==> config.mk <==
export PLATFORM = sky130hd
export DESIGN_NAME = fetch_ctrl
export DESIGN_NICKNAME = d
export VERILOG_FILES = /design/src/rtl/fetch_ctrl.sv
export SDC_FILE = /design/constraint.sdc
export NUM_CORES = 1
export LEC_CHECK = 0
export BUFFER_PORTS_ARGS = -buffer_cell sky130_fd_sc_hd__buf_2
export CAP_MARGIN = 20
export CORE_MARGIN = 10
export CORE_UTILIZATION = 54
export DETAILED_ROUTE_END_ITERATION = 16
export GPL_TIMING_DRIVEN = 0
export MAX_ROUTING_LAYER = met4
export PLACE_DENSITY = 0.89
export REMOVE_ABC_BUFFERS = 1
export SYNTH_ARGS = -nofsm -noshare
export SYNTH_HDL_FRONTEND = slang
export SYNTH_SLANG_ARGS = --single-unit
==> constraint.sdc <==
create_clock -name clk -period 3.2 [get_ports clk]
set_input_delay 0.32 -clock clk [delete_from_list [all_inputs] [get_ports clk]]
set_output_delay 0.32 -clock clk [all_outputs]
set_load 0.01 [all_outputs]
==> src/rtl/fetch_ctrl.sv <==
// Instruction fetch controller: one outstanding memory request, one-deep
// output register towards decode, redirect/drain handling and PC fault trap.
module fetch_ctrl #(
  parameter logic [31:0] RESET_PC  = 32'h0000_0000,
  parameter int          MEM_WORDS = 1024
) (
  input  logic        clk,
  input  logic        rst,
  input  logic        stall_i,
  input  logic        redirect_i,
  input  logic [31:0] redirect_pc_i,
  output logic        mem_req_o,
  output logic [31:0] mem_addr_o,
  input  logic        mem_ack_i,
  input  logic [31:0] mem_rdata_i,
  output logic        instr_valid_o,
  output logic [31:0] instr_o,
  output logic [31:0] pc_o,
  output logic        fault_o
);

  typedef enum logic [2:0] {
    IDLE,
    REQ,
    VALID,
    DRAIN,
    FAULT
  } state_t;

  localparam logic [31:0] MEM_LIMIT = 32'(MEM_WORDS);

  state_t      state_q, state_d;
  logic [31:0] pc_q, pc_d;
  logic        req_q, req_d;
  logic [31:0] addr_q, addr_d;
  logic        valid_q, valid_d;
  logic [31:0] instr_q, instr_d;
  logic [31:0] pco_q, pco_d;
  logic        fault_q, fault_d;
  logic        go;
  logic [31:0] go_pc;

  function automatic logic bad_pc(input logic [31:0] a);
    return (a[1:0] != 2'b00) || ({2'b00, a[31:2]} >= MEM_LIMIT);
  endfunction

  always_comb begin
    state_d = state_q;
    pc_d    = pc_q;
    req_d   = req_q;
    addr_d  = addr_q;
    valid_d = valid_q;
    instr_d = instr_q;
    pco_d   = pco_q;
    fault_d = fault_q;
    go      = 1'b0;
    go_pc   = pc_q;
    unique case (state_q)
      IDLE: begin
        go = 1'b1;
        if (redirect_i) begin
          pc_d  = redirect_pc_i;
          go_pc = redirect_pc_i;
        end
      end
      REQ: begin
        if (redirect_i) begin
          pc_d = redirect_pc_i;
          if (mem_ack_i) begin
            go    = 1'b1;
            go_pc = redirect_pc_i;
          end else begin
            state_d = DRAIN;
          end
        end else if (mem_ack_i) begin
          state_d = VALID;
          req_d   = 1'b0;
          valid_d = 1'b1;
          instr_d = mem_rdata_i;
          pco_d   = pc_q;
          pc_d    = pc_q + 32'd4;
        end
      end
      VALID: begin
        if (redirect_i) begin
          valid_d = 1'b0;
          pc_d    = redirect_pc_i;
          go      = 1'b1;
          go_pc   = redirect_pc_i;
        end else if (!stall_i) begin
          valid_d = 1'b0;
          go      = 1'b1;
        end
      end
      DRAIN: begin
        // the in-flight request keeps its old address; only pc_reg moves
        if (redirect_i) pc_d = redirect_pc_i;
        if (mem_ack_i) begin
          go    = 1'b1;
          go_pc = redirect_i ? redirect_pc_i : pc_q;
        end
      end
      FAULT: begin
        if (redirect_i) begin
          pc_d  = redirect_pc_i;
          go    = 1'b1;
          go_pc = redirect_pc_i;
        end
      end
      default: state_d = IDLE;
    endcase
    if (go) begin
      if (bad_pc(go_pc)) begin
        state_d = FAULT;
        req_d   = 1'b0;
        fault_d = 1'b1;
        pco_d   = go_pc;
      end else begin
        state_d = REQ;
        req_d   = 1'b1;
        addr_d  = go_pc;
        fault_d = 1'b0;
      end
    end
  end

  always_ff @(posedge clk) begin
    if (rst) begin
      state_q <= IDLE;
      pc_q    <= RESET_PC;
      req_q   <= 1'b0;
      addr_q  <= '0;
      valid_q <= 1'b0;
      instr_q <= '0;
      pco_q   <= '0;
      fault_q <= 1'b0;
    end else begin
      state_q <= state_d;
      pc_q    <= pc_d;
      req_q   <= req_d;
      addr_q  <= addr_d;
      valid_q <= valid_d;
      instr_q <= instr_d;
      pco_q   <= pco_d;
      fault_q <= fault_d;
    end
  end

  assign mem_req_o     = req_q;
  assign mem_addr_o    = addr_q;
  assign instr_valid_o = valid_q;
  assign instr_o       = instr_q;
  assign pc_o          = pco_q;
  assign fault_o       = fault_q;

endmodule

-- After elaboration in Yosys (flattened, before gate mapping)
Index checks and enable logic that the tools add are counted.
- logic and storage cells: 75
- output and inout bits: 99
- register bits: 134
- input bits: 69
- mux-type cells: 36
- eq/ne operators: 12
- reductions and logical operators: 15
- add/sub/neg operators: 1
- bitwise gates (word level): 2
- order comparisons: 1
- operators by type and width (operator ; number):
    $mux W32 ; 11
    $pmux W32 S3 ; 1
    $pmux W32 S2 ; 1
    $add A32 B3 Y32 const B ; 1
    $ge A30 B11 Y1 const B ; 1
    $mux W1 ; 15
    $mux W3 ; 5
    $reduce_bool A2 Y1 ; 5
    $reduce_and A3 Y1 ; 3
    $ne A4 B4 Y1 const B ; 2
    $eq A3 B2 Y1 const B ; 2
    $ne A3 B3 Y1 const B ; 2
    $pmux W3 S2 ; 1
    $pmux W1 S5 ; 1
    $ne A2 B1 Y1 const B ; 2
    $ne A2 B2 Y1 const B ; 2
    $reduce_and A2 Y1 ; 2
    $reduce_and A4 Y1 ; 1
    $reduce_or A4 Y1 ; 1
    $eq A3 B1 Y1 const B ; 1
    $eq A3 B3 Y1 const B ; 1
    $logic_not A3 Y1 ; 1
    $reduce_or A3 Y1 ; 1
    $not A1 Y1 ; 2
    other kinds (2) ; 2

-- Longest topological paths before layout
Gate-level depths: netlist (run 1).
- word-level depth: 7
- mapped depth: 11
- depth with buffers taken out: 7

-- Worst setup path before layout (run 1)
Ideal clock, no wire load.
- kind: reg-to-reg
- start point: register state_q[2]
- end point: register addr_q[10] (netlist: mem_addr_o[10])
- data required time: 3113 ps
- path buffers: 1
- library setup time: 87 ps
- clock period less this slack: 2489 ps
- path slack: 711 ps
- stages on the path, launching flop included: 9
- data arrival time: 2402 ps
- cells stage by stage: dfxtp_1 and2b_1 o21ai_1 mux2_2 or2_2 nor3_2 nand3_2 buf_4 a221oi_2
- longest elaborated chain between the ends: 7
- elaborated cells on any way between the ends: 13
- those cells by class: order compare (1); eq/ne (4); mux (2); bitwise (1); reduce/logical (5)
- RTL lines (element ; line ; source):
    start: declaration ; 32 ; state_t state_q, state_d;
    start signal: assignment ; 138 ; state_q <= state_d;
    $eq A3 B3 Y1 (tied with other cells) ; 58 ; unique case (state_q)
    $reduce_or A3 Y1 (no source line) ; n/a ;
    $pmux W32 S3 ; 58 ;
    $ge A30 B11 Y1 / $reduce_bool A2 Y1 (equally long branches) ; 44 ; return (a[1:0] != 2'b00) || ({2'b00, a[31:2]} >= MEM_LIMIT);
    $logic_or A1 B1 Y1 ; 44 ;
    $not A1 Y1 (no source line) ; n/a ;
    $reduce_and A2 Y1 (no source line) ; n/a ;
    end signal: assignment ; 141 ; addr_q <= addr_d;
    end: declaration ; 35 ; logic [31:0] addr_q, addr_d;
Parallel ways exist; a longest one is shown, timed or not.
A chain may end at the register's enable or synchronous reset.

-- Worst setup path after layout (run 1)
- start point: register state_q[2]
- end point: register addr_q[16] (netlist: mem_addr_o[16])
The elaborated chain is that of the path after synthesis.

==> flow_summary.yaml, run 1 <==
synthesis:
  synth_flop_cell: "dfxtp_1"
  synth_top_area_share_pct: 38.64
  yosysSeqAreaShare_pct: 38.64
  ys_top_cells_by_area: "dfxtp_1, nand2_1, a21oi_1"
  avgSynthCellArea_um2: 7.990
  ys_ff_latch: 134
  yosys_warnings: 0
  synth_edf_count: 0
  ys_async_sr_fraction_pct: 0
  synthesis.area_um2: 6943
  netlist_instances: 869
  synth_top_area_cell: "dfxtp_1"
  synth_cell_types: 59
setup_path:
  crit_required_ns: 3.57
  cp-startpoint: "state_q[2]"
  crit_fanout: 21
  r2r-start: "state_q[2]"
  crit_path_end_kind: "flop"
  worstPathArrival_ns: 3.46
  path_class: "flop to flop"
  start_kind: "flop"
grt:
  grt_pass1_wl_mm: 35.19
  overflow: 0
  grt_max_degree: 67
  grt_use_total_pct: 24.53
  antenna_found_initial: 3
  grt_pass1_vias: 6881
finish:
  finalNonFillerCells: 1176
  final_cell_mix: "buf_2, nand2_1, dfxtp_1, a21oi_1, nor2_1"
  multiInputGateArea_um2: 3943
  num-fill-cells: 1002
  seq_area_um2: 2691
  syn_to_final_growth_pct: 25.03
  final_nets: 1058
  final_common_cell: "buf_2"
  drive_gt1_share_pct: 27.77
  finish.utilization_pct: 68.79
pwr:
  cellLeakagePower_nw: 3.602
  power_density_nw_per_um2: 517.2
  ir_worst_vdd_mv: 0.3449
floorplan:
  io_pins: 168
  die_h_um: 133.4
  core_um2: 12620
  dieArea_um2: 17790
  start_util_pct: 55.02
  die_w_um: 133.4
  num_rows: 41
clock_tree:
  numCtsBuffers: 17
  cts.clk_slew.worst_paths_ns: 0.06
  clock_sinks: 134
  ctsHoldBuffers: 0
  clockBufferDepth: 2
  cts_tree: "yes"
  clock_latency_ns: 0.42
  cts_htree_levels: 4
  cts-root-buf: "clkbuf_16"
timing:
  fin_crit_sh_pct: 96.77
  finClkSkew_ns: 0.005344
  setup_viol: 0
  worstMarginPinSlew_ns: 0.8443
  drv_slew: 0
  fin_crit_ns: 3.097
  slew_headroom_pct: 43.71
  fmax_ghz: 0.3229
  finalHoldViolCount: 0
placement:
  dp_cells: 1134
  io_buffers: 167
  gp_congestion: 0.9000
  dp_hpwl_mm: 14.50
drt:
  drc: 0
  routed_wl_mm: 22.95
  avgRoutedWirePerCell_um: 19.51
  dr_total_vias: 7453
  ant_nets: 0
  drt-initial-drc-count: 1156
  dr.pass1.iters: 6
  via_per_inst: 6.338
hold_path:
  hold_path.class: "input pin to flop"
  hp-start: "mem_rdata_i[31]"
flow_run:
  maxCapViolCount: 0
run_status:
  status: "finished clean"
-- worst max-delay path, stage by stage, from the launching register on --
cell and delay, ns:
dfxtp_4 0.49, and3b_4 0.27, nor2_2 0.53, buf_16 0.24, a22oi_2 0.10, nand4b_1 0.19, a2111oi_4 0.07, buf_4 0.22
a31oi_1 0.48, buf_4 0.29, and2_1 0.14
-- flip-flops by register name (all words and copies together), names as in the netlist --
signal,count
instr_valid_o,1
fault_o,1
pc_q,32
mem_addr_o,32
mem_req_o,1
pc_o,32
instr_o,32
state_q,3
-- layer usage --
| layer | track usage [%] | part of all wire [%] |
|---|---|---|
| met1 | 29.40 | 40 |
| met2 | 38.08 | 46 |
| met3 | 6.729 | 9.9 |
| met4 | 10.40 | 3.6 |
| met5 | - | 0 |
-- Yosys cell counts (4+ instances only) --
cell type	number
a21boi_0	5
a22oi_1	19
a31o_2	22
mux2i_1	32
inv_1	13
o41ai_1	4
buf_4	4
nor4_1	6
or3_1	14
o2bb2ai_1	11
a21oi_1	69
o21ai_0	39
nand4_1	4
clkbuf_1	55
a211oi_1	16
nor3_1	7
buf_2	12
and3_1	12
nor2_1	52
and2_1	24
a31oi_1	21
o21bai_1	5
a221oi_1	21
nand2_1	160
o31ai_1	4
nand3_1	26
o22ai_1	10
a221oi_2	14
a311oi_1	4
dfxtp_1	134
buf_1	9
-- metrics by stage --
step	instance area [µm²]	worst slack [ns]	hold WS, ns	setup TNS [ns]	total power [W]
2_1_floorplan	6574	-0.4457	0.3862	-19.14	0.002167
3_3_place_gp	7625	-3.755	0.4361	-299.09	0.002377
3_5_place_dp	7901	-1.561	0.4389	-91.46	0.002422
4_1_cts	8562	-0.02708	0.1277	-0.06105	0.004459
5_1_grt	8681	-0.01115	0.1290	-0.02217	0.004646
6_report	8681	0.1032	0.1297	0	0.004490
-- final cells by class --
class                           instances  area share, %
Antenna cell                            3        0.08648
Tap cell                              172          2.479
Inverter                               14         0.6198
Clock inverter                         13          1.975
Timing Repair Buffer                  183          13.20
Clock buffer                           19          5.218
Sequential cell                       134          31.00
Multi-Input combinational cell        638          45.42
-- where the power goes --
group / internal (W) / switching, W / leakage [nW]
logic: 0.000257 / 0.000356 / 2.21
registers: 0.00173 / 0.0000876 / 1.09
clock network: 0.00128 / 0.000779 / 0.301
total: 0.00327 / 0.00122 / 3.60
-- what timing repair did --
item                                    in CTS  in global routing
gates cloned                                 1                  0
endpoints found under the setup margin      77                 52
pin swaps                                    1                  2
buffers inserted                             0                  4
gates resized for setup                     11                  8
-- final timing paths --
| path | endpoint | slack, ns | cells past startpoint |
|---|---|---|---|
| max reg2reg | mem_addr_o[16] | 0.10 | 10 |
| max | mem_addr_o[16] | 0.10 | 10 |
| min reg2reg | instr_o[16] | 0.45 | 2 |
| min | instr_o[31] | 0.13 | 3 |
-- cells by family (layout without fill, tap and decap cells) --
group	count (synthesis)	count (layout)	synth area share [%]
compound gates	281	281	29.05
fa+ha+maj	1	1	0.1802
buf+inv	98	229	6.073
flops	134	134	38.64
mux	35	35	5.100
other cells	0	3	0
simple gates	320	321	20.96
(Power assumes the default switching activity.)
==> run 2, diff against run 1 <==
--- a/config.mk
+++ b/config.mk
@@ -5,14 +5,15 @@
 export SDC_FILE = /design/constraint.sdc
 export NUM_CORES = 1
 export LEC_CHECK = 0
+export ABC_AREA = 1
 export BUFFER_PORTS_ARGS = -buffer_cell sky130_fd_sc_hd__buf_2
 export CAP_MARGIN = 20
 export CORE_MARGIN = 10
-export CORE_UTILIZATION = 54
+export CORE_UTILIZATION = 56
 export DETAILED_ROUTE_END_ITERATION = 16
 export GPL_TIMING_DRIVEN = 0
 export MAX_ROUTING_LAYER = met4
-export PLACE_DENSITY = 0.89
+export PLACE_DENSITY = 0.9
 export REMOVE_ABC_BUFFERS = 1
 export SYNTH_ARGS = -nofsm -noshare
 export SYNTH_HDL_FRONTEND = slang
==> run 2 against run 1 <==
Design area rose by 11%. Global-route usage rose by 1.7 points. Critical path type unchanged. Synthesized cell count is 51% higher.
==> flow_summary.yaml, run 2 <==
synthesis:
  ys_async_sr_fraction_pct: 0
  synth_flop_cell: "dfxtp_1"
  ys_ff_latch: 134
  synth_top_area_cell: "dfxtp_1"
  ys_top_cells_by_area: "dfxtp_1, nand2_1, nor2_1"
  muxShareOfSynthArea_pct: 0
  yosys_warnings: 0
  synth_cell_types: 38
  synth_top_family_by_area: "simple AND/OR/NAND/NOR gates"
  yosysSeqAreaShare_pct: 33.30
  synth-compound-area-share_pct: 14.23
  yosys-top-cells-count: "nand2_1, nor2_1, dfxtp_1"
  yosysMostFrequentCell: "nand2_1"
  netlist_instances: 1316
  synth_xor_area_share_pct: 0.4349
  synth-simple-area-share_pct: 40.71
  synth_top_area_share_pct: 33.30
  avgSynthCellArea_um2: 6.122
  synth_edf_count: 0
  yosys.area_share.adder_pct: 0.1553
  synthesis.area_um2: 8056
finish:
  syn_to_final_growth_pct: 19.16
  final_cell_mix: "nand2_1, nor2_1, buf_2, dfxtp_1, nand3_1"
  final_nets: 1508
  num-fill-cells: 1170
  design_area_um2: 9600
  drive_gt1_share_pct: 17.93
  final_common_cell: "nand2_1"
timing:
  whs_ns: 0.1172
  fin_crit_ns: 3.080
  rsz0062_at_grt: "no"
  fmax_ghz: 0.3246
  slew_headroom_pct: 41.73
  fin_crit_sh_pct: 96.26
  worstMarginPinSlew_ns: 0.8732
  drv_slew: 0
  setup_viol: 0
  setup_slack_ns: 0.1197
  finalHoldViolCount: 0
  finClkSkew_ns: 0.008135
clock_tree:
  numCtsBuffers: 17
  cts_tree: "yes"
  clock_latency_ns: 0.42
  cts_htree_levels: 4
  clockBufferDepth: 2
  cts-root-buf: "clkbuf_16"
  clock_sinks: 134
  ctsHoldBuffers: 0
  cts.clk_slew.worst_paths_ns: 0.06
grt:
  grt_use_total_pct: 26.28
  grt_pass1_wl_mm: 42.23
  grt_pass1_vias: 8514
  antenna_found_initial: 3
  overflow: 0
  grt_max_degree: 65
setup_path:
  worstPathArrival_ns: 3.40
  path_class: "flop to flop"
  start_kind: "flop"
  crit_path_end_kind: "flop"
  crit_fanout: 23
  crit_required_ns: 3.52
drt:
  dr_total_vias: 9340
  dr.pass1.iters: 6
  ant_nets: 0
  avgRoutedWirePerCell_um: 16.47
  drc: 0
  routed_wl_mm: 26.91
  drt-initial-drc-count: 1382
  via_per_inst: 5.716
floorplan:
  dieArea_um2: 19580
  io_pins: 168
  num_rows: 43
  core_um2: 13990
  die_h_um: 139.9
  die_w_um: 139.9
  start_util_pct: 57.59
pwr:
  power_w: 0.005047
  ir_worst_vdd_mv: 0.4026
  cellLeakagePower_nw: 4.752
  power_density_nw_per_um2: 525.7
run_status:
  status: "finished clean"
flow_run:
  maxCapViolCount: 0
placement:
  io_buffers: 167
  dpl-instance-area_um2: 8822
  place_ws_ns: -0.7685
  gp_congestion: 0.9134
  dp_hpwl_mm: 16.84
hold_path:
  hold_path.class: "input pin to flop"
[run 2: kinds of logic (layout without fill, tap and decap cells)]
family	count (synthesis)	count (layout)
buffers and inverters	200	330
other	0	4
AOI/OAI and AO/OA	208	208
adders and majority gates	1	1
and+or+nand+nor	769	773
xor gates and xnor gates	4	4
DFF	134	134
[run 2: worst max-delay path, stage by stage, from the launching register on]
cell and delay, ns:
dfxtp_1 0.46, clkinv_8 0.15, nand2_4 0.21, nand2_4 0.29, inv_1 0.13, nand2_1 0.08
nand3_1 0.10, nor2_1 0.16, nand2_1 0.13, nor2_4 0.24, nand3_4 0.32, nand2_8 0.28
inv_4 0.20, nor2_2 0.14, nor2_1 0.05
[run 2: repair_timing]
action,CTS,global route
setup buffers,6,2
pin swaps,3,2
endpoints found under the setup margin,129,82
gates resized for setup,8,7
cloned,3,1
endpoints found under the hold margin,0,0
[run 2: final timing paths]
kind,startpoint,end,slack [ns],cells past startpoint
worst max-delay path,state_q[0],pc_o[23],0.12,14
worst min-delay path,mem_rdata_i[19],instr_o[19],0.12,3
worst max register to register,state_q[0],pc_o[23],0.12,14
worst min register to register,mem_addr_o[0],mem_addr_o[0],0.43,2
[run 2: metrics by stage]
step                      setup TNS, ns  std cells  utilization [%]
final                                 0       1634            68.63
after global routing                  0       1633            68.61
after CTS                             0       1627            68.20
after detailed placement         -52.15       1587            63.07
after global placement          -335.00       1581            62.01
after floorplan                 -105.62       1234                -
[run 2: final cells by class]
type                       instances  area [µm²]  share of cell area, %
clock buffer                      19       452.9                  4.718
timing repair buffer             181        1036                  10.79
clock inverter                    12       176.4                  1.838
tap                              180       225.2                  2.346
antenna                            4       10.01                 0.1043
inverter                         118       471.7                  4.913
multi-input combinational        986        4542                  47.31
sequential                       134        2686                  27.98
[run 2: report_power, final]
group | switching [W] | internal (W) | total, W
logic | 0.000658 | 0.000343 | 0.00100
registers | 0.000132 | 0.00179 | 0.00192
clock network | 0.000783 | 0.00134 | 0.00212
[run 2: metal layers]
| metal | vias up | part of all wire [%] | GRT usage (%) |
|---|---|---|---|
| li1 | 4500 | - | - |
| met1 | 4169 | 40 | 31.87 |
| met2 | 584 | 46 | 40.91 |
| met3 | 87 | 11 | 7.133 |
| met4 | 0 | 2.9 | 9.946 |
| met5 | - | 0 | - |
==> run 3, diff against run 2 <==
--- a/config.mk
+++ b/config.mk
@@ -9,11 +9,11 @@
 export BUFFER_PORTS_ARGS = -buffer_cell sky130_fd_sc_hd__buf_2
 export CAP_MARGIN = 20
 export CORE_MARGIN = 10
-export CORE_UTILIZATION = 56
+export CORE_UTILIZATION = 49
 export DETAILED_ROUTE_END_ITERATION = 16
 export GPL_TIMING_DRIVEN = 0
 export MAX_ROUTING_LAYER = met4
-export PLACE_DENSITY = 0.9
+export PLACE_DENSITY_LB_ADDON = 0.25
 export REMOVE_ABC_BUFFERS = 1
 export SYNTH_ARGS = -nofsm -noshare
 export SYNTH_HDL_FRONTEND = slang
==> constraint.sdc (replaced) <==
create_clock -name clk -period 3.2 [get_ports clk]
set_input_delay 0.48 -clock clk [delete_from_list [all_inputs] [get_ports clk]]
set_output_delay 0.48 -clock clk [all_outputs]
set_load 0.01 [all_outputs]
==> run 3 against run 2 <==
Critical path depth rose by 1. Clock power shrank 6%. Design area increased by 0.48%. Critical endpoint is now pc_o[7]. Power is 2.8% lower. Clock skew rose by 0.0011 ns. Count of clock-buffer cells in the layout down 2. Register-to-register slack better by 0.15 ns. First-iteration DRC count shrank 30%. Sequential share of layout area down 0.12 points. Final cell count grew 2.3%.
==> flow_summary.yaml, run 3 (synthesis gave the netlist of run 2 again) <==
finish:
  design_area_um2: 9647
  seq_area_um2: 2688
  final_common_cell: "nand2_1"
  num-fill-cells: 1602
  drive_gt1_share_pct: 18.11
  final_cell_mix: "nand2_1, nor2_1, buf_2, dfxtp_1, nand3_1"
  multiInputGateArea_um2: 4537
  finish.utilization_pct: 60.29
  syn_to_final_growth_pct: 19.74
  finalNonFillerCells: 1672
  final_nets: 1509
grt:
  grt_pass1_vias: 8659
  grt_use_total_pct: 24.65
  overflow: 0
  antenna_found_initial: 3
  grt_max_degree: 75
  grt_pass1_wl_mm: 43.29
pwr:
  power_density_nw_per_um2: 508.8
  power.internal_w: 0.003295
  seqPwrFrac_pct: 39.0
  power_w: 0.004908
  cellLeakagePower_nw: 4.735
  switching_share_pct: 32.87
  clockPowerShare_pct: 40.7
  ir_worst_vdd_mv: 0.4032
  p_comb_share_pct: 20.2
  switching_power_w: 0.001613
timing:
  setup_viol: 0
  slew_headroom_pct: 42.17
  drv_slew: 0
  finalHoldViolCount: 0
  whs_ns: 0.2685
  fmax_ghz: 0.3304
  finClkSkew_ns: 0.009247
  rsz0062_at_grt: "no"
  worstMarginPinSlew_ns: 0.8609
  fin_crit_ns: 3.026
  fin_crit_sh_pct: 94.57
drt:
  met1_length_mm: 11.47
  top_layer: "met4"
  avgRoutedWirePerCell_um: 16.21
  drt-initial-drc-count: 965
  dr.pass1.iters: 6
  dr_total_vias: 9051
  route.met3.wl_mm: 2.269
  via_per_inst: 5.413
  met2_wirelength_mm: 12.80
  ant_nets: 0
  routed_wl_mm: 27.10
  drc: 0
setup_path:
  crit_required_ns: 3.52
  r2r_slack_ns: 0.27
  path_cells: "clkbuf_4 -> buf_12 -> nand2_4 -> inv_4 -> nand2_1 -> nand3_1 -> nand3_1 -> nor2_1 -> nand2_1 -> nor2_2 -> nand3_4 -> nand2_8 -> inv_4 -> nor2_1 -> nor2_1"
  crit_path_end_kind: "flop"
  start_kind: "input pin"
  crit_fanout: 44
  crit_top_cell: "nor2_1"
  cpPeakStageDelay_ns: 0.40
  path_class: "input pin to flop"
  worstPathArrival_ns: 3.35
  critPathSlowestCell: "nor2_2"
clock_tree:
  ctsHoldBuffers: 0
  cts_tree: "yes"
  numCtsBuffers: 17
  cts_htree_levels: 4
  cts-root-buf: "clkbuf_16"
  clockBufferDepth: 2
  cts.clk_slew.worst_paths_ns: 0.06
  clock_latency_ns: 0.43
  clock_sinks: 134
floorplan:
  io_pins: 168
  core_um2: 16000
  start_util_pct: 50.35
  die_w_um: 148.2
  dieArea_um2: 21970
  die_h_um: 148.2
  num_rows: 46
placement:
  dp_hpwl_mm: 17.68
  dpl-instance-area_um2: 8887
  io_buffers: 167
  dp_cells: 1624
  gp_congestion: 0.8661
run_status:
  status: "finished clean"
hold_path:
  hold_path.class: "input pin to flop"
flow_run:
  maxCapViolCount: 0
## run 3: cell count changes in the layout (fill, tap and decap cells not counted), sizes merged
cell	before	now
buf	180	181
bufinv	4	2
clkbuf	20	18
clkinv	6	4
clkinvlp	3	4
inv	117	123
## run 3: area by class of cell
type | count | share of cell area, %
multi-input cells | 986 | 47.03
diodes | 4 | 0.1038
repair buffers | 182 | 11.21
clock buffers | 17 | 4.410
flip-flops and latches | 134 | 27.86
inverters | 118 | 4.851
well taps | 216 | 2.802
clock inverters | 15 | 1.738
## run 3: final timing paths
check,from,endpoint,cells after the start
worst min-delay path,mem_rdata_i[6],instr_o[6],3
worst max register to register,state_q[0],pc_o[30],15
worst min register to register,mem_addr_o[1],mem_addr_o[1],2
worst max-delay path,redirect_i,pc_o[7],15
## run 3: timing repair
item,in CTS,in global routing
cloned,3,1
endpoints found under the setup margin,130,46
buffers inserted,8,0
pin swaps,3,1
resized for setup,8,5
hold endpoints to repair,0,0
## run 3: stage by stage
| stage | worst slack, ns | TNS, ns |
|---|---|---|
| after floorplan | -2.297 | -105.62 |
| after global placement | -6.276 | -398.45 |
| after CTS | 0.08337 | 0 |
| after global routing | 0.04944 | 0 |
| final | 0.1738 | 0 |
| after detailed placement | -1.117 | -75.27 |
## run 3: critical path, delay by kind of cell
family                 cells  cell delay, ns
and+or+nand+nor           11            1.67
buffers and inverters      4            1.13
## run 3: per-layer routing
layer | track usage, % | vias up
met1 | 29.83 | 4113
met5 | - | -
met2 | 39.88 | 393
met4 | 8.176 | 0
met3 | 5.492 | 57
li1 | - | 4488
## run 3: power by group through the flow
stage,logic (W),clock network (W),registers [W]
3_3_place_gp,0.000935,0,0.00194
2_1_floorplan,0.000616,0,0.00195
4_1_cts,0.000983,0.00202,0.00191
5_1_grt,0.00112,0.00209,0.00193
6_report,0.000994,0.00200,0.00192
3_5_place_dp,0.000964,0,0.00194
